[src/rtl/sqrt_pkg.sv]
// Shared widths, counter limit and FSM state type for the shared square-root engine.
package sqrt_pkg;

   localparam int X_W    = 32;
   localparam int ROOT_W = 16;
   localparam int REM_W  = 17;
   localparam int CNT_W  = 4;

   localparam logic [CNT_W-1:0] CNT_LAST = CNT_W'(ROOT_W - 1);

   typedef enum logic [1:0] {
      IDLE = 2'd0,
      CALC = 2'd1,
      DONE = 2'd2
   } state_t;

endpackage

[src/rtl/sqrt_step.sv]
// One restoring digit-recurrence step: resolves the next root bit from two radicand bits.
module sqrt_step
   import sqrt_pkg::*;
(
   input  logic [REM_W-1:0]  i_rem,
   input  logic [ROOT_W-1:0] i_root,
   input  logic [1:0]        i_bits,
   output logic [REM_W-1:0]  o_rem,
   output logic [ROOT_W-1:0] o_root
);

   logic [REM_W+1:0] w_cat;
   logic [REM_W+1:0] w_d;
   logic [REM_W-1:0] w_diff;
   logic             w_ge;

   assign w_cat = {i_rem, i_bits};
   assign w_d   = {1'b0, i_root, 2'b01};
   assign w_ge  = (w_cat >= w_d);

   // A kept difference never exceeds 2*root, so the low REM_W bits are exact.
   assign w_diff = w_cat[REM_W-1:0] - w_d[REM_W-1:0];

   assign o_rem  = w_ge ? w_diff : w_cat[REM_W-1:0];
   assign o_root = {i_root[ROOT_W-2:0], w_ge};

endmodule

[src/rtl/sqrt_sched.sv]
// Round-robin arbiter in front of a 16-cycle bit-serial integer square-root engine.
module sqrt_sched
   import sqrt_pkg::*;
#(
   parameter int NUM_REQ = 4
)
(
   input  logic                       clk,
   input  logic                       rst,
   input  logic [NUM_REQ-1:0]         req_valid,
   output logic [NUM_REQ-1:0]         req_ready,
   input  logic [NUM_REQ*X_W-1:0]     req_x,
   output logic                       rsp_valid,
   input  logic                       rsp_ready,
   output logic [$clog2(NUM_REQ)-1:0] rsp_id,
   output logic [ROOT_W-1:0]          rsp_root,
   output logic [REM_W-1:0]           rsp_rem,
   output logic                       busy
);

   localparam int ID_W = $clog2(NUM_REQ);

   state_t            r_state;
   state_t            w_next;
   logic [ID_W-1:0]   r_rr_ptr;
   logic [ID_W-1:0]   r_id;
   logic [ID_W-1:0]   r_rsp_id;
   logic [ID_W-1:0]   w_gnt_idx;
   logic [ID_W-1:0]   w_ptr_next;
   logic              w_found;
   logic              w_accept;
   logic [CNT_W-1:0]  r_cnt;
   logic [X_W-1:0]    r_x;
   logic [REM_W-1:0]  r_rem;
   logic [REM_W-1:0]  w_rem;
   logic [REM_W-1:0]  r_rsp_rem;
   logic [ROOT_W-1:0] r_root;
   logic [ROOT_W-1:0] w_root;
   logic [ROOT_W-1:0] r_rsp_root;

   // First valid requester at or after the round-robin pointer, modulo NUM_REQ.
   always_comb begin
      int v_idx;
      // NOTE: every combinational output gets a default first so no path infers a latch.
      v_idx     = 0;
      w_found   = 1'b0;
      w_gnt_idx = '0;
      for (int k = 0; k < NUM_REQ; k++) begin
         v_idx = int'(r_rr_ptr) + k;
         if (v_idx >= NUM_REQ) v_idx = v_idx - NUM_REQ;
         if (!w_found && req_valid[v_idx]) begin
            w_found   = 1'b1;
            w_gnt_idx = ID_W'(v_idx);
         end
      end
   end

   assign w_ptr_next = (w_gnt_idx == ID_W'(NUM_REQ - 1)) ? '0 : w_gnt_idx + 1'b1;

   always_ff @(posedge clk) begin
      // NOTE: state registers use non-blocking assignment so every flop samples pre-edge values.
      if (rst) r_state <= IDLE;
      else     r_state <= w_next;
   end

   always_comb begin
      w_next    = r_state;
      req_ready = '0;
      w_accept  = 1'b0;
      rsp_valid = 1'b0;
      busy      = 1'b1;
      case (r_state)
         IDLE: begin
            busy = 1'b0;
            if (w_found && !rst) begin
               req_ready[w_gnt_idx] = 1'b1;
               w_accept             = 1'b1;
               w_next               = CALC;
            end
         end
         CALC: if (r_cnt == CNT_LAST) w_next = DONE;
         DONE: begin
            rsp_valid = !rst;
            if (rsp_ready) w_next = IDLE;
         end
         default: w_next = IDLE;
      endcase
   end

   sqrt_step u_step (
      .i_rem  (r_rem),
      .i_root (r_root),
      .i_bits (r_x[X_W-1 -: 2]),
      .o_rem  (w_rem),
      .o_root (w_root)
   );

   always_ff @(posedge clk) begin
      // NOTE: datapath is reset too, so a dropped job leaves no stale result on the outputs.
      if (rst) begin
         r_rr_ptr   <= '0;
         r_id       <= '0;
         r_cnt      <= '0;
         r_x        <= '0;
         r_rem      <= '0;
         r_root     <= '0;
         r_rsp_id   <= '0;
         r_rsp_root <= '0;
         r_rsp_rem  <= '0;
      end else if (w_accept) begin
         r_x      <= req_x[int'(w_gnt_idx)*X_W +: X_W];
         r_id     <= w_gnt_idx;
         r_rr_ptr <= w_ptr_next;
         r_cnt    <= '0;
         r_rem    <= '0;
         r_root   <= '0;
      end else if (r_state == CALC) begin
         r_x    <= {r_x[X_W-3:0], 2'b00};
         r_rem  <= w_rem;
         r_root <= w_root;
         r_cnt  <= r_cnt + 1'b1;
         if (r_cnt == CNT_LAST) begin
            r_rsp_id   <= r_id;
            r_rsp_root <= w_root;
            r_rsp_rem  <= w_rem;
         end
      end
   end

   assign rsp_id   = r_rsp_id;
   assign rsp_root = r_rsp_root;
   assign rsp_rem  = r_rsp_rem;

endmodule

[config.mk]
export PLATFORM = sky130hd
export DESIGN_NAME = sqrt_sched
export DESIGN_NICKNAME = d
export VERILOG_FILES = /design/src/rtl/sqrt_pkg.sv /design/src/rtl/sqrt_step.sv /design/src/rtl/sqrt_sched.sv
export SDC_FILE = /design/constraint.sdc
export NUM_CORES = 1
export LEC_CHECK = 0
export CAP_MARGIN = 20
export CELL_PAD_IN_SITES_DETAIL_PLACEMENT = 0
export CELL_PAD_IN_SITES_GLOBAL_PLACEMENT = 1
export CORE_MARGIN = 2
export CORE_UTILIZATION = 34
export CTS_CLUSTER_SIZE = 12
export DETAILED_ROUTE_END_ITERATION = 16
export PLACE_DENSITY_LB_ADDON = 0.1
export SETUP_SLACK_MARGIN = 0.15
export SLEW_MARGIN = 20
export SYNTH_ARGS = -nofsm -noshare
export SYNTH_HDL_FRONTEND = slang
export SYNTH_SLANG_ARGS = --single-unit
[constraint.sdc]
create_clock -name clk -period 3.3 [get_ports clk]
set_clock_uncertainty 0.15 [all_clocks]
set_input_delay 0.495 -clock clk [delete_from_list [all_inputs] [get_ports clk]]
set_output_delay 0.495 -clock clk [all_outputs]
set_load 0.1 [all_outputs]
Word-level counts from Yosys, hierarchy flattened
Index checks and enable logic that the tools add are counted.
{"block": "classes", "reduce_logical": 14, "order_cmp": 11, "n_eq_ne": 7, "addsub": 10, "muxes": 40, "n_bitwise": 1, "multipliers": 0, "shifts": 1, "div": 0}
{"cell": "two-way mux 32 bit", "n": 6}
{"cell": "less-than comparator 32 x 4 -> 1 bit, second input constant", "n": 4}
{"cell": "indexed part select 128 x 8 -> 32 bit", "n": 1}
{"cell": ">= comparator 19 x 18 -> 1 bit", "n": 1}
{"cell": "two-way mux 1 bit", "n": 17}
{"cell": "two-way mux 17 bit", "n": 1}
{"cell": "subtractor 17 bit", "n": 1}
{"cell": "two-way mux 2 bit", "n": 8}
{"cell": "subtractor 3 x 3 -> 4 bit, second input constant", "n": 3}
{"cell": ">= comparator 3 bit, second input constant", "n": 3}
{"cell": "binary-select mux 1 bit (select 2 bit)", "n": 4}
{"cell": "two-way mux 4 bit", "n": 2}
{"cell": "adder 2 x 2 -> 3 bit, second input constant", "n": 2}
{"cell": "!= test 2 bit, second input constant", "n": 3}
{"cell": "one-hot mux 2 bit (3 select lines)", "n": 1}
{"cell": "AND reduction 3 bit", "n": 2}
{"cell": "logical AND 1 bit", "n": 5}
{"cell": "adder 4 x 1 -> 4 bit, second input constant", "n": 1}
{"cell": "== test 2 bit, second input constant", "n": 2}
{"cell": "== test 4 bit, second input constant", "n": 1}
{"cell": "zero test 1 bit", "n": 4}
{"cell": "subtractor 2 x 3 -> 4 bit, second input constant", "n": 1}
{"cell": "adder 2 x 1 -> 3 bit, second input constant", "n": 1}
{"cell": ">= comparator 2 x 3 -> 1 bit, second input constant", "n": 1}
{"cell": "other kinds (9)", "n": 9}
{"block": "totals", "latchBits": 0, "mem_bits_ro": 0, "mem_bits_rw": 0, "inputBits": 135, "output_inout_bits": 41, "ff_bits": 110, "mem_count": 0, "elab_cells": 94}

Depth between registers and ports, before layout
Gate-level depths: netlist of run 1.
{"block": "logic_depth", "ltp_word": 21, "mapped_depth": 11, "ltp_nobuf": 9}

Cells and area by module
From an unflattened synthesis of run 1, not the netlist that was laid out.
{"block": "hier_totals", "cells_unflattened": 757, "hier_area_um2": 6490.0}
{"module": "sqrt_sched", "seq_area_each_um2": 2202.1, "area_per_inst_um2": 5240.0, "cells_per_inst": 593, "n_inst": 1}
{"module": "sqrt_step", "seq_area_each_um2": 0.0, "area_per_inst_um2": 1249.9, "cells_per_inst": 164, "n_inst": 1}

Least setup slack after synthesis of run 1
No wires, ideal clock.
{"block": "synth_timing", "path_kind": "input to output", "start": "input port rst", "end": "output port rsp_valid", "slack_ns": -0.477, "t_required_ns": 2.655, "arrival_time_ns": 3.132, "path_stages": 3, "n_path_buf": 2, "cell_sequence": "clkbuf_1 -> clkbuf_1 -> nor3b_1"}
{"block": "synth_via", "elab_chain_cells": 2}
{"element": "start: declaration", "line_no": "sqrt_sched.sv:9", "source": "input logic rst,"}
{"element": "zero test 1 bit", "line_no": "sqrt_sched.sv:83", "source": "rsp_valid = !rst;"}
{"element": "two-way mux 1 bit", "line_no": "sqrt_sched.sv:72", "source": "case (r_state)"}
{"element": "end: declaration", "line_no": "sqrt_sched.sv:13", "source": "output logic rsp_valid,"}
Every way passes these cells.

Final worst setup path of run 1
{"block": "layout_timing", "start": "input port req_valid[0]", "end": "output port req_ready[2]"}
{"block": "layout_via", "elab_chain_cells": 19, "elab_cells_between_ends": 34, "cone_classes": "order compare (2); mux (24); reduce/logical (8)"}
{"element": "start: declaration", "line_no": "sqrt_sched.sv:10", "source": "input logic [NUM_REQ-1:0] req_valid,"}
{"element": "binary-select mux 1 bit (select 2 bit)", "line_no": "sqrt_sched.sv:51", "source": "if (!w_found && req_valid[v_idx]) begin"}
{"element": "two-way mux 1 bit (not written as such) (2 in a row)", "line_no": "sqrt_sched.sv:51"}
{"element": "two-way mux 1 bit", "line_no": "sqrt_sched.sv:51"}
{"element": "zero test 1 bit", "line_no": "sqrt_sched.sv:51"}
{"element": "logical AND 1 bit", "line_no": "sqrt_sched.sv:51"}
{"element": "two-way mux 1 bit", "line_no": "sqrt_sched.sv:51"}
{"element": "zero test 1 bit", "line_no": "sqrt_sched.sv:51"}
{"element": "logical AND 1 bit", "line_no": "sqrt_sched.sv:51"}
{"element": "(+2 left out)"}
{"element": "logical AND 1 bit", "line_no": "sqrt_sched.sv:51"}
{"element": "two-way mux 2 bit", "line_no": "sqrt_sched.sv:51"}
{"element": "less-than comparator 2 x 3 -> 1 bit (not written as such) or >= comparator 2 x 1 -> 1 bit (tied branches)", "line_no": "sqrt_sched.sv:76", "source": "req_ready[w_gnt_idx] = 1'b1;"}
{"element": "logical AND 1 bit (not written as such)", "line_no": "sqrt_sched.sv:76"}
{"element": "two-way mux 1 bit (not written as such)", "line_no": "sqrt_sched.sv:76"}
{"element": "demux 1 bit (select 2 bit)", "line_no": "sqrt_sched.sv:76"}
{"element": "two-way mux 4 bit (*)", "line_no": "sqrt_sched.sv:75", "source": "if (w_found && !rst) begin"}
{"element": "two-way mux 4 bit (*)", "line_no": "sqrt_sched.sv:72"}
{"element": "end: declaration", "line_no": "sqrt_sched.sv:11", "source": "output logic [NUM_REQ-1:0] req_ready,"}
Every way passes the cells marked *; elsewhere a longest branch is shown, timed or not. The select of a mux whose other input is x is not followed.

==> qor.yml, run 1 <==
die:
  floorplan.die_area_um2: 19400
  width_of_the_chip_um: 139
  pin_count: 176
  core_region_area_um2: 18000
  floorplan.die.height_um: 139
  core.rowCount: 49
  floorplan.initialDensity_pct: 34.6
place:
  pre_cts_slack_ps: 173
  place_hpwl_um: 14500
  gpl.final_weighted_congestion: 0.815
  place_area_um2: 8200
  port-buffer-count: 175
detailed_routing:
  dr_total_vias: 6161
  routed_via_density: 5.07
  detail-route-antenna-nets: 0
  detailed_routing_iteration_count_for_the_pre_antenna_repair_pass: 5
  drt-total-wl_um: 19200
  drc: 0
  wl_per_cell_um: 15.8
  drt_iter0_markers: 398
finish:
  fraction_of_final_layout_cells_with_drive_strength_greater_than_1_pct: 10.3
  finalNetCount: 1139
  final_cell_area_um2: 8530
  area_growth_syn_to_layout_pct: 37.4
  antenna_cells: 0
cts:
  cts_inserted_buffers: 9
  cts_max_path_buffers: 2
  ctsHtreeMaxLevel: 3
  cts_post_setup_buffers_inserted: 0
  cts_tree: "yes"
  clock_insertion_delay_worst_skew_ps: 360
  cts_sinks: 110
  clk_root_buffer_cell: "sky130_fd_sc_hd__clkbuf_16"
  post_cts_clock_slew_at_the_launch_and_capture_registers_of_the_worst_setup_and_hold_paths_ps: 80
sta:
  report.final.slew_viol_count: 0
  layout_worst_path_cycle_share_pct: 94.9
  totalNegativeSetupSlack_ps: 0
  rsz0062_at_grt: "true"
  timing.final.hold_violations: 0
  setup_viol: 0
  finalWorstPathRequiredPeriod_ps: 3130
  slew_headroom_pct: 49.2
  layout_setup_ws_ps: 167
  tightestPinTransition_ps: 760
  max_freq_mhz: 319
worst_setup_path:
  critPathMaxFanout: 10
  worst_ep_required_time_ps: 2650
  criticalPathCategory: "in -> out"
  data_arrival_time_of_the_worst_path_ps: 2490
  worst_setup_path_end_kind: "output pin"
  critical_path.startpoint_type: "input port"
yosys:
  synth_enable_flop_cells: 0
  syn-cell-area_um2: 6210
  yosysTopAreaCell: "sky130_fd_sc_hd__dfxtp_1"
  synth_mux_area_share_pct: 7.90
  postSynthRegisterBits: 110
  synth-compound-area-share_pct: 21.4
  most_used_flip_flop_cell_after_synthesis: "sky130_fd_sc_hd__dfxtp_1"
  synth_fp_nets: 985
  avgSynthCellArea_um2: 7.51
  synthXorXnorAreaFrac_pct: 1.97
  post_synth_and_or_nand_nor_area_fraction_pct: 23.1
  synthesis.instances: 827
  combinational_family_with_the_most_area_after_synthesis: "simple AND/OR/NAND/NOR gates"
  synthAdderAreaFrac_pct: 4.63
  ys_async_rst_share_pct: 0
  yosys.cell_types.count: 55
  synthDominantCellAreaShare_pct: 35.5
  synth-seq-area-share_pct: 35.5
  synth_top_cells_by_area: "sky130_fd_sc_hd__dfxtp_1, sky130_fd_sc_hd__nand2_1, sky130_fd_sc_hd__a21oi_1, sky130_fd_sc_hd__mux2i_1, sky130_fd_sc_hd__ha_1"
  ys.warnings.count: 0
pwr:
  power.leakage_nw: 3.48
  report.power.total_mw: 4.02
  power-per-cell-area_nw_per_um2: 471
  irDropWorstVdd_mv: 0.241
global_route:
  grt_antenna_before_repair: 1
  grt_max_degree: 47
  grtUsageTotal_pct: 19.8
  grt_pass1_wl_um: 31000
  grt_remaining_overflow: 0
  grt_pass1_vias: 5956
outcome:
  run_status: "finished clean"
min_path:
  hold_path.class: "reg -> reg"
flow_run:
  drv.max_cap_violation_count: 0
==> worst paths after layout <==
check	from	end	slack (ps)	cells past startpoint
max	req_valid[0]	req_ready[2]	170	6
min	rsp_rem[0]	rsp_rem[0]	300	2
max reg2reg	r_root[2]	r_rem[1]	500	9
min reg2reg	rsp_rem[0]	rsp_rem[0]	300	2
==> critical path, stage by stage <==
cell	delay, ps
sky130_fd_sc_hd__clkdlybuf4s50_1	480
sky130_fd_sc_hd__nor4_1	660
sky130_fd_sc_hd__or2_1	310
sky130_fd_sc_hd__nor2_4	100
sky130_fd_sc_hd__and2_1	250
sky130_fd_sc_hd__buf_12	190
==> kinds of logic after synthesis <==
logic type / Yosys count
flops: 110
mux: 49
xor+xnor: 14
buf+inv: 84
compound gates: 215
simple gates: 332
fa+ha+maj: 23
==> stage by stage <==
step	util [%]	hold slack [ps]	cells
3_3_place_gp	45.7	288	1199
6_report	47.5	302	1215
3_5_place_dp	45.7	296	1199
2_1_floorplan	-	273	827
4_1_cts	47.5	307	1215
5_1_grt	47.5	318	1215
==> repair_timing <==
item,in CTS,in global routing
hold buffers,0,0
resized for setup,0,2
endpoints found under the setup margin,0,4
==> cell usage in the layout (no fill, tap or decap), types with 8 or more instances in the layout <==
cell type	Yosys	routed
sky130_fd_sc_hd__nand2_1	208	208
sky130_fd_sc_hd__clkdlybuf4s50_1	0	133
sky130_fd_sc_hd__dfxtp_1	110	110
sky130_fd_sc_hd__a21oi_1	99	99
sky130_fd_sc_hd__buf_4	0	61
sky130_fd_sc_hd__nor2_1	54	52
sky130_fd_sc_hd__mux2i_1	49	49
sky130_fd_sc_hd__o21ai_0	38	38
sky130_fd_sc_hd__inv_1	25	24
sky130_fd_sc_hd__ha_1	23	23
sky130_fd_sc_hd__a222oi_1	21	21
sky130_fd_sc_hd__a211oi_1	14	14
sky130_fd_sc_hd__nand3_1	11	11
sky130_fd_sc_hd__a21o_1	11	11
sky130_fd_sc_hd__clkbuf_16	0	9
sky130_fd_sc_hd__xnor2_1	8	8
==> layer usage <==
layer / vias to the layer above / track usage (%) / share of wire (%)
li1: 3193 / - / -
met1: 2804 / 24.5 / 44
met2: 152 / 33.9 / 49
met3: 12 / 5.28 / 6.3
met4: 0 / 5.79 / 1.3
met5: - / 0 / 0
==> cells in the mapped netlist (all sizes together), types with 2 or more instances <==
cell type  count
dfxtp        110
nand4b         3
nand3         12
or3            4
buf           13
nor3           7
nor2          56
nand2b         7
inv           25
or3b           2
nand4          5
o21ai         40
and2           4
a211oi        14
nor4           2
clkbuf        46
o311ai         2
o2111ai        2
a31oi          3
ha            23
o21a           2
xnor2          8
o22ai          6
and3           4
mux2i         49
nand3b         6
a222oi        21
or2            4
nand2        208
a21oi         99
a21o          11
nor3b          2
o211ai         5
a211o          4
xor2           6
nor2b          3
==> report_power, final <==
part | switching (mW) | leakage [nW] | total [mW] | internal (mW)
clock network | 0.562 | 0.159 | 1.19 | 0.631
registers | 0.0517 | 0.892 | 1.44 | 1.39
logic | 0.755 | 2.43 | 1.38 | 0.628
total | 1.37 | 3.48 | 4.02 | 2.65
==> flip-flops by register name, summed over array words and instances, names as in the netlist <==
| register | count |
|---|---|
| rsp_id | 2 |
| r_cnt | 4 |
| r_root | 16 |
| r_state | 2 |
| rsp_root | 16 |
| rsp_rem | 17 |
| r_rr_ptr | 2 |
| r_id | 2 |
| r_rem | 17 |
| r_x | 32 |
==> final cells by class <==
type	count	area, um2
clock buffers	10	239
flip-flops and latches	110	2200
fillers	1858	9430
clock inverters	6	81.3
well taps	229	287
repair buffers	202	1930
inverters	25	93.8
multi-input cells	633	3690
(Power assumes the default switching activity.)
==> inputs of run 2 (changes only) <==
--- a/config.mk
+++ b/config.mk
@@ -13,6 +13,7 @@
 export CTS_CLUSTER_SIZE = 12
 export DETAILED_ROUTE_END_ITERATION = 16
 export PLACE_DENSITY_LB_ADDON = 0.1
+export RECOVER_POWER = 100
 export SETUP_SLACK_MARGIN = 0.15
 export SLEW_MARGIN = 20
 export SYNTH_ARGS = -nofsm -noshare
==> run 2 against run 1 <==
Combinational power barely moved. Global-route usage did not move. Wire length rose by 0.10%. Clock-buffer cell count is the same. Critical path depth did not move. Flip-flop and latch count stayed put. Cell area down 1.7%. Setup slack better by 35 ps. Die area unchanged. Final cell count is the same.
==> qor.yml, run 2 (synthesis results as in run 1) <==
worst_setup_path:
  worst_setup_path_end_kind: "output pin"  # unchanged
  data_arrival_time_of_the_worst_path_ps: 2450  # was 2490 ps
  worst_ep_required_time_ps: 2650  # about the same
  critPathMaxFanout: 10  # unchanged
  critical_path.startpoint_type: "input port"  # unchanged
  criticalPathCategory: "in -> out"  # unchanged
pwr:
  power.net_switching_mw: 1.37  # about the same
  pwr-share-seq_pct: 36.0  # was 35.9%
  power.leakage_nw: 3.32  # was 3.48 nW
  cell_internal_pwr_mw: 2.65  # about the same
  report.power.total_mw: 4.01  # was 4.02 mW
  irDropWorstVdd_mv: 0.241  # about the same
  power-per-cell-area_nw_per_um2: 479  # was 471 nW/um2
  power.share.switching_pct: 34.0  # about the same
  power.share.clock_pct: 29.6  # was 29.7%
  pwr-share-comb_pct: 34.4  # about the same
detailed_routing:
  drc: 0  # unchanged
  drt_iter0_markers: 371  # was 398
  detail-route-antenna-nets: 0  # unchanged
  routed_via_density: 5.07  # about the same
  dr_total_vias: 6162  # was 6161
  drt-total-wl_um: 19200  # about the same
  wl_per_cell_um: 15.8  # about the same
  detailed_routing_iteration_count_for_the_pre_antenna_repair_pass: 6  # was 5
cts:
  clock_insertion_delay_worst_skew_ps: 360  # about the same
  ctsHoldBuffers: 0  # unchanged
  cts_inserted_buffers: 9  # unchanged
  cts_sinks: 110  # unchanged
  cts_post_setup_buffers_inserted: 0  # unchanged
  ctsHtreeMaxLevel: 3  # unchanged
  post_cts_resize_count: 0  # unchanged
  post_cts_clock_slew_at_the_launch_and_capture_registers_of_the_worst_setup_and_hold_paths_ps: 80  # about the same
  clk_root_buffer_cell: "sky130_fd_sc_hd__clkbuf_16"  # unchanged
  cts_max_path_buffers: 2  # unchanged
  cts_tree: "yes"  # unchanged
outcome:
  run_status: "finished clean"  # unchanged
sta:
  max_freq_mhz: 323  # was 319 MHz
  rsz0062_at_grt: "true"  # unchanged
  whs_ps: 301  # was 302 ps
  slew_headroom_pct: 3.31  # was 49.2%
  timing.final.hold_violations: 0  # unchanged
  tightestPinTransition_ps: 1450  # was 760 ps
  layout_setup_ws_ps: 202  # was 167 ps
  report.final.slew_viol_count: 0  # unchanged
  finalWorstPathRequiredPeriod_ps: 3100  # was 3130 ps
  totalNegativeSetupSlack_ps: 0  # unchanged
  setup_viol: 0  # unchanged
  layout_worst_path_cycle_share_pct: 93.9  # was 94.9%
global_route:
  grt_max_degree: 47  # unchanged
  grt_pass1_vias: 5956  # unchanged
  grt_remaining_overflow: 0  # unchanged
  grtUsageTotal_pct: 19.8  # unchanged
  grt_pass1_wl_um: 31000  # unchanged
  grt_antenna_before_repair: 1  # unchanged
place:
  place_area_um2: 8200  # unchanged
  port-buffer-count: 175  # unchanged
  pre_cts_slack_ps: 173  # unchanged
  gpl.final_weighted_congestion: 0.815  # unchanged
  place_hpwl_um: 14500  # unchanged
finish:
  layout_commonest_cell: "sky130_fd_sc_hd__nand2_1"  # unchanged
  largest_register_by_flop_count: "r_x"  # unchanged
  fraction_of_final_layout_cells_with_drive_strength_greater_than_1_pct: 6.49  # was 10.3%
  final_cell_area_um2: 8380  # was 8530 um2
  largest_register_ffs: 32  # unchanged
  layout.cells.most_common_list: "sky130_fd_sc_hd__nand2_1, sky130_fd_sc_hd__clkdlybuf4s50_1, sky130_fd_sc_hd__dfxtp_1, sky130_fd_sc_hd__a21oi_1, sky130_fd_sc_hd__nor2_1"  # was sky130_fd_sc_hd__nand2_1, sky130_fd_sc_hd__clkdlybuf4s50_1, sky130_fd_sc_hd__dfxtp_1, sky130_fd_sc_hd__a21oi_1, sky130_fd_sc_hd__buf_4
  finalNetCount: 1139  # unchanged
  antenna_cells: 0  # unchanged
  area_growth_syn_to_layout_pct: 35.0  # was 37.4%
die:
  floorplan.die_area_um2: 19400  # unchanged
  pin_count: 176  # unchanged
  floorplan.initialDensity_pct: 34.6  # unchanged
  core.rowCount: 49  # unchanged
  core_region_area_um2: 18000  # unchanged
  floorplan.die.height_um: 139  # unchanged
  width_of_the_chip_um: 139  # unchanged
min_path:
  hold_path.class: "reg -> reg"  # unchanged
flow_run:
  drv.max_cap_violation_count: 0  # unchanged
-- run 2: cell count changes in the layout (fill, tap and decap cells not counted) --
cell                       before  now
sky130_fd_sc_hd__buf_4         61   24
sky130_fd_sc_hd__clkbuf_1       0   37
sky130_fd_sc_hd__buf_12         7    6
sky130_fd_sc_hd__buf_6          0    1
sky130_fd_sc_hd__or2_0          0    1
sky130_fd_sc_hd__or2_2          2    1
-- run 2: power groups by stage --
stage / Combinational (mW) / Clock (mW) / Sequential, mW
after floorplan: 0.947 / 0 / 1.45
after global placement: 1.40 / 0 / 1.47
after detailed placement: 1.40 / 0 / 1.47
after CTS: 1.40 / 1.22 / 1.44
after global routing: 1.54 / 1.27 / 1.45
final: 1.38 / 1.19 / 1.44
-- run 2: critical path, cell delays in order --
cell	delay, ps
sky130_fd_sc_hd__clkdlybuf4s50_1	480
sky130_fd_sc_hd__nor4_1	630
sky130_fd_sc_hd__or2_1	310
sky130_fd_sc_hd__nor2_4	100
sky130_fd_sc_hd__and2_1	230
sky130_fd_sc_hd__buf_6	200
-- run 2: metrics by stage --
step / utilization (%) / cells
after CTS: 47.5 / 1215
after detailed placement: 45.7 / 1199
after floorplan: - / 827
final: 46.7 / 1215
after global placement: 45.7 / 1199
after global routing: 46.7 / 1215
-- run 2: path summary, 6_finish.rpt --
check                                  start           end  slack, ps  depth (start not counted)
worst max register to register     r_root[2]      r_rem[1]        500                          9
worst min register to register    rsp_rem[0]    rsp_rem[0]        300                          2
worst max-delay path            req_valid[0]  req_ready[2]        200                          6
worst min-delay path              rsp_rem[0]    rsp_rem[0]        300                          2
-- run 2: metal layers --
metal | GRT usage, % | up-vias | wire, um
met5 | 0 | - | 0
met3 | 5.28 | 12 | 1250
met4 | 5.79 | 0 | 222
met2 | 33.9 | 165 | 9320
li1 | - | 3192 | -
met1 | 24.5 | 2793 | 8430
-- run 2: cell type report --
type | count | area (um2)
inverter | 25 | 93.8
tap | 229 | 287
timing repair buffer | 202 | 1790
multi-input combinational | 633 | 3690
fill | 1902 | 9580
clock buffer | 10 | 239
sequential | 110 | 2200
clock inverter | 6 | 81.3
==> variant 1 (settings of run 2) <==
Re-encode `state_t` (3 states) as one-hot, 3 bits wide.
--- a/src/rtl/sqrt_pkg.sv
+++ b/src/rtl/sqrt_pkg.sv
@@ -8,10 +8,10 @@
 
    localparam logic [CNT_W-1:0] CNT_LAST = CNT_W'(ROOT_W - 1);
 
-   typedef enum logic [1:0] {
-      IDLE = 2'd0,
-      CALC = 2'd1,
-      DONE = 2'd2
+   typedef enum logic [2:0] {
+      IDLE = 3'b001,
+      CALC = 3'b010,
+      DONE = 3'b100
    } state_t;
 
 endpackage
Behaviour: no difference found for any inputs over 10 cycles, from zero or initial values and one cycle with rst high; not proved beyond that.
==> variant 1 against run 2 <==
The run now ends with max-capacitance violations, max-slew violations left. Synthesized cell count is 7.3% lower. Total power is 1.7% lower. Maximum frequency is 1.5% higher. Synthesized area is 0.69% higher. Sequential cell count is 1 higher. Setup slack better by 46 ps. Critical endpoint is now req_ready[3]. Highest routed layer unchanged. Hold slack better by 3.7 ps. Wire length is 3.3% higher. Design area is 0.10% higher. Largest power group unchanged. Global-route usage is 0.57 points higher. Register-to-register slack worse by 100 ps.
==> variant 1: results <==
[yosys]
synth_common_cells = "nand2_1, dfxtp_1, a21oi_1, nor2_1, mux2_2"
synth_area_per_cell_sq_um = 8.15
mappedNetlistNets = 925

[layout]
drive_above_1_share_pct = 10.6
area_growth_pct = 34.2
clockBufferCount = 13
fillers = 1885
final_nets = 1088
fin_cells = 1164
clkCellAreaFrac_pct = 3.88
seq_cells = 111
regArea_sq_um = 2220
multi_input_area_share_pct = 44.5

[global_route]
track_usage_pct = 20.4
antenna_found_initial = 0
grtUsageMet3_pct = 4.27
grt_use_met1_pct = 24.2
use_met2_pct = 36.4
grt_pass1_wl_mm = 31.6
grt_max_degree = 76

[placement]
hpwlAfterDp_mm = 15.1
gp_congestion = 0.862

[die]
die_w_microns = 140

[pwr]
p_leak_nw = 3.09
p_switching_mw = 1.22
vdd_ir_drop_max_mv = 0.210
comb-power_mw = 1.27

[worst_hold_path]
min_to = "rsp_root[13]$_SDFFE_PP0P_"
hp-start = "rsp_root[13]$_SDFFE_PP0P_"

[worst_setup_path]
crit_path_max_incr_delay_ps = 610
r2r-end = "rsp_rem[5]$_SDFFE_PP0P_"
regToRegSetupSlack_ps = 400
r2r_start = "r_root[6]$_SDFFE_PP0P_"
arrival_ps = 2410

[sta]
report.final.slew_viol_count = 76
relSlewSlack_pct = -4.52

[routing]
met3_length_mm = 1.03
dr.first_iter.drc_count = 472
wl_met2_mm = 10.0
finalWirelength_mm = 19.9

[status]
status = "complete, but fails checks"
failed_checks = "max-capacitance violations, max-slew violations"

[job]
drv_cap = 1
## variant 1: worst max-delay path by stage
stage | startpoint | to | cells after the start
detailed placement | req_valid[0] | r_x[5]$_SDFFE_PP0P_ | 8
floorplan | r_state[0]$_SDFFE_PP1P_ | req_ready[0] | 4
CTS | r_root[6]$_SDFFE_PP0P_ | rsp_rem[14]$_SDFFE_PP0P_ | 9
global placement | req_valid[0] | r_x[12]$_SDFFE_PP0P_ | 8
finish | req_valid[0] | req_ready[3] | 8
global route | req_valid[0] | req_ready[0] | 5
## variant 1: cell families after synthesis
family	synth area share, %
simple gates	18.5
compound gates	21.0
flops	35.5
mux	12.8
buf+inv	5.04
fa+ha+maj	4.60
xor+xnor	2.54
## variant 1: critical path: cells and delay by family
family | cells | cell delay [ps]
AO/OA/AOI/OAI | 3 | 570
buffers and inverters | 3 | 930
AND/OR/NAND/NOR | 1 | 180
adder cells (fa/ha/maj) | 1 | 210
==> variant 2 (flow settings as in run 2) <==
Without the edit above. Change the parameter `NUM_REQ` from 4 to 2.
--- a/src/rtl/sqrt_sched.sv
+++ b/src/rtl/sqrt_sched.sv
@@ -2,7 +2,7 @@
 module sqrt_sched
    import sqrt_pkg::*;
 #(
-   parameter int NUM_REQ = 4
+   parameter int NUM_REQ = 2
 )
 (
    input  logic                       clk,
Interface: changed (resized req_ready, req_valid, req_x and rsp_id); port bits go from 176 to 107. No check against the original RTL was run, so the function may have changed too.
==> variant 2 against run 2 <==
The flow now finishes with violations (max-capacitance violations, max-slew violations). Total power is 12% lower. Setup slack better by 48 ps. Largest cell class unchanged. Clock power is 9% lower. Design area is 22% lower. Cell count is 24% lower. Wire length is 27% lower. Sequential cell count is 3 lower. Synthesized area is 15% lower. Critical path depth is 2 lower.
==> variant 2: results <==
[status]
status = "complete, but fails checks"
failed_checks = "max-capacitance violations, max-slew violations"

[worst_setup_path]
regToRegSetupSlack_ps = 310
r2r-end = "r_rem[11]$_SDFFE_PP0P_"
r2r_start = "r_root[6]$_SDFFE_PP0P_"
arrival_ps = 2410
crit_fanout = 19

[global_route]
grt_pass1_wl_mm = 22.9
grt_pass1_vias = 4625
track_usage_pct = 17.5
antenna_found_initial = 0
grt_max_degree = 50

[routing]
dr.pass1.iters = 4
viasPerCell = 5.21
dr.first_iter.drc_count = 206
finalWirelength_mm = 14.1

[layout]
top_register = "r_x"
drive_above_1_share_pct = 6.84
largest_reg_flops = 32
fillers = 1609
final_nets = 814
num_antenna_cells = 0

[pwr]
vdd_ir_drop_max_mv = 0.268
p_leak_nw = 2.31

[yosys]
synthTopCellsByArea = "dfxtp_1, nand2_1, a211oi_1, o21ai_0, a21oi_1"
mappedNetlistNets = 726
synth_common_cells = "dfxtp_1, nand2_1, nor2_1, o21ai_0, a21oi_1"
ys_types = 59
synth-seq-area-share_pct = 40.5
yosysWarnings = 0

[placement]
hpwlAfterDp_mm = 10.3
post-place-ws_ps = 340
gp_congestion = 0.911
io_buffers = 106

[job]
drv_cap = 1

[sta]
tightest_slew_ps = 2030
report.final.slew_viol_count = 50

[worst_hold_path]
min_to = "rsp_id$_SDFFE_PP0P_"
hp-start = "rsp_id$_SDFFE_PP0P_"

[clock_network]
cts-root-buf = "clkbuf_16"
clk_pin_slew_ps = 60
htree_levels = 3
## variant 2: changes by cell type after synthesis, moves of 10 or more
cell,before,now
o21ai_0,38,57
nand2_1,208,83
a222oi_1,21,2
clkbuf_1,45,35
a211oi_1,14,39
mux2i_1,49,10
a22oi_1,0,30
nor2_1,54,65
a21oi_1,99,55
## variant 2: cells by family (layout without fill, tap and decap cells)
group / after synthesis / in the layout / synth area share [%]
buffers and inverters: 66 / 159 / 6.13
flip-flops: 107 / 107 / 40.5
XOR/XNOR: 18 / 18 / 2.98
AO/OA/AOI/OAI: 222 / 222 / 27.6
multiplexers: 11 / 11 / 2.18
adder cells (fa/ha/maj): 19 / 19 / 4.50
AND/OR/NAND/NOR: 195 / 195 / 16.1
## variant 2: area by class of cell
type	instances	area share [%]
clock buffer	14	3.90
clock inverter	2	0.537
inverter	21	1.21
multi-input combinational	465	43.4
sequential	107	32.9
tap	188	3.61
timing repair buffer	122	14.5
## variant 2: how the worst max path moves through the flow
stage / start / end / slack, ps / cells after the start
global route: r_root[3]$_SDFFE_PP0P_ / r_rem[11]$_SDFFE_PP0P_ / 80 / 9
CTS: r_root[6]$_SDFFE_PP0P_ / rsp_rem[11]$_SDFFE_PP0P_ / 330 / 9
finish: r_state[1]$_SDFFE_PP0P_ / req_ready[0] / 250 / 4
floorplan: r_state[1]$_SDFFE_PP0P_ / r_x[24]$_SDFFE_PP0P_ / 160 / 7
detailed placement: r_root[6]$_SDFFE_PP0P_ / rsp_rem[11]$_SDFFE_PP0P_ / 340 / 9
global placement: r_root[6]$_SDFFE_PP0P_ / r_rem[11]$_SDFFE_PP0P_ / 390 / 9
## variant 2: worst max-delay path, stage by stage (launching register included)
cell and delay (ps):
dfxtp_1 330, or2_2 320, nor2_1 150, and3_1 660
clkbuf_2 580
## variant 2: per-stage QoR
stage	cells	utilization, %	hold slack [ps]	power [mW]	instance area, sq um
floorplan	638	-	276	2.24	5290
global placement	903	42.1	289	2.51	6410
detailed placement	903	42.1	295	2.51	6410
CTS	919	44.0	311	3.61	6700
global route	919	42.9	327	3.74	6520
finish	919	42.9	308	3.54	6520
## variant 2: routing by layer
layer / wire, microns / global-route usage [%] / part of all wire, %
met3: 563 / 3.20 / 4.0
met5: 0 / 0 / 0
met4: 203 / 6.14 / 1.4
met2: 6460 / 28.4 / 46
met1: 6900 / 23.4 / 49
## variant 2: power breakdown
| part | total, mW | internal (mW) | switching [mW] |
|---|---|---|---|
| Clock | 1.08 | 0.610 | 0.468 |
| Sequential | 1.40 | 1.36 | 0.0428 |
| Combinational | 1.06 | 0.458 | 0.603 |
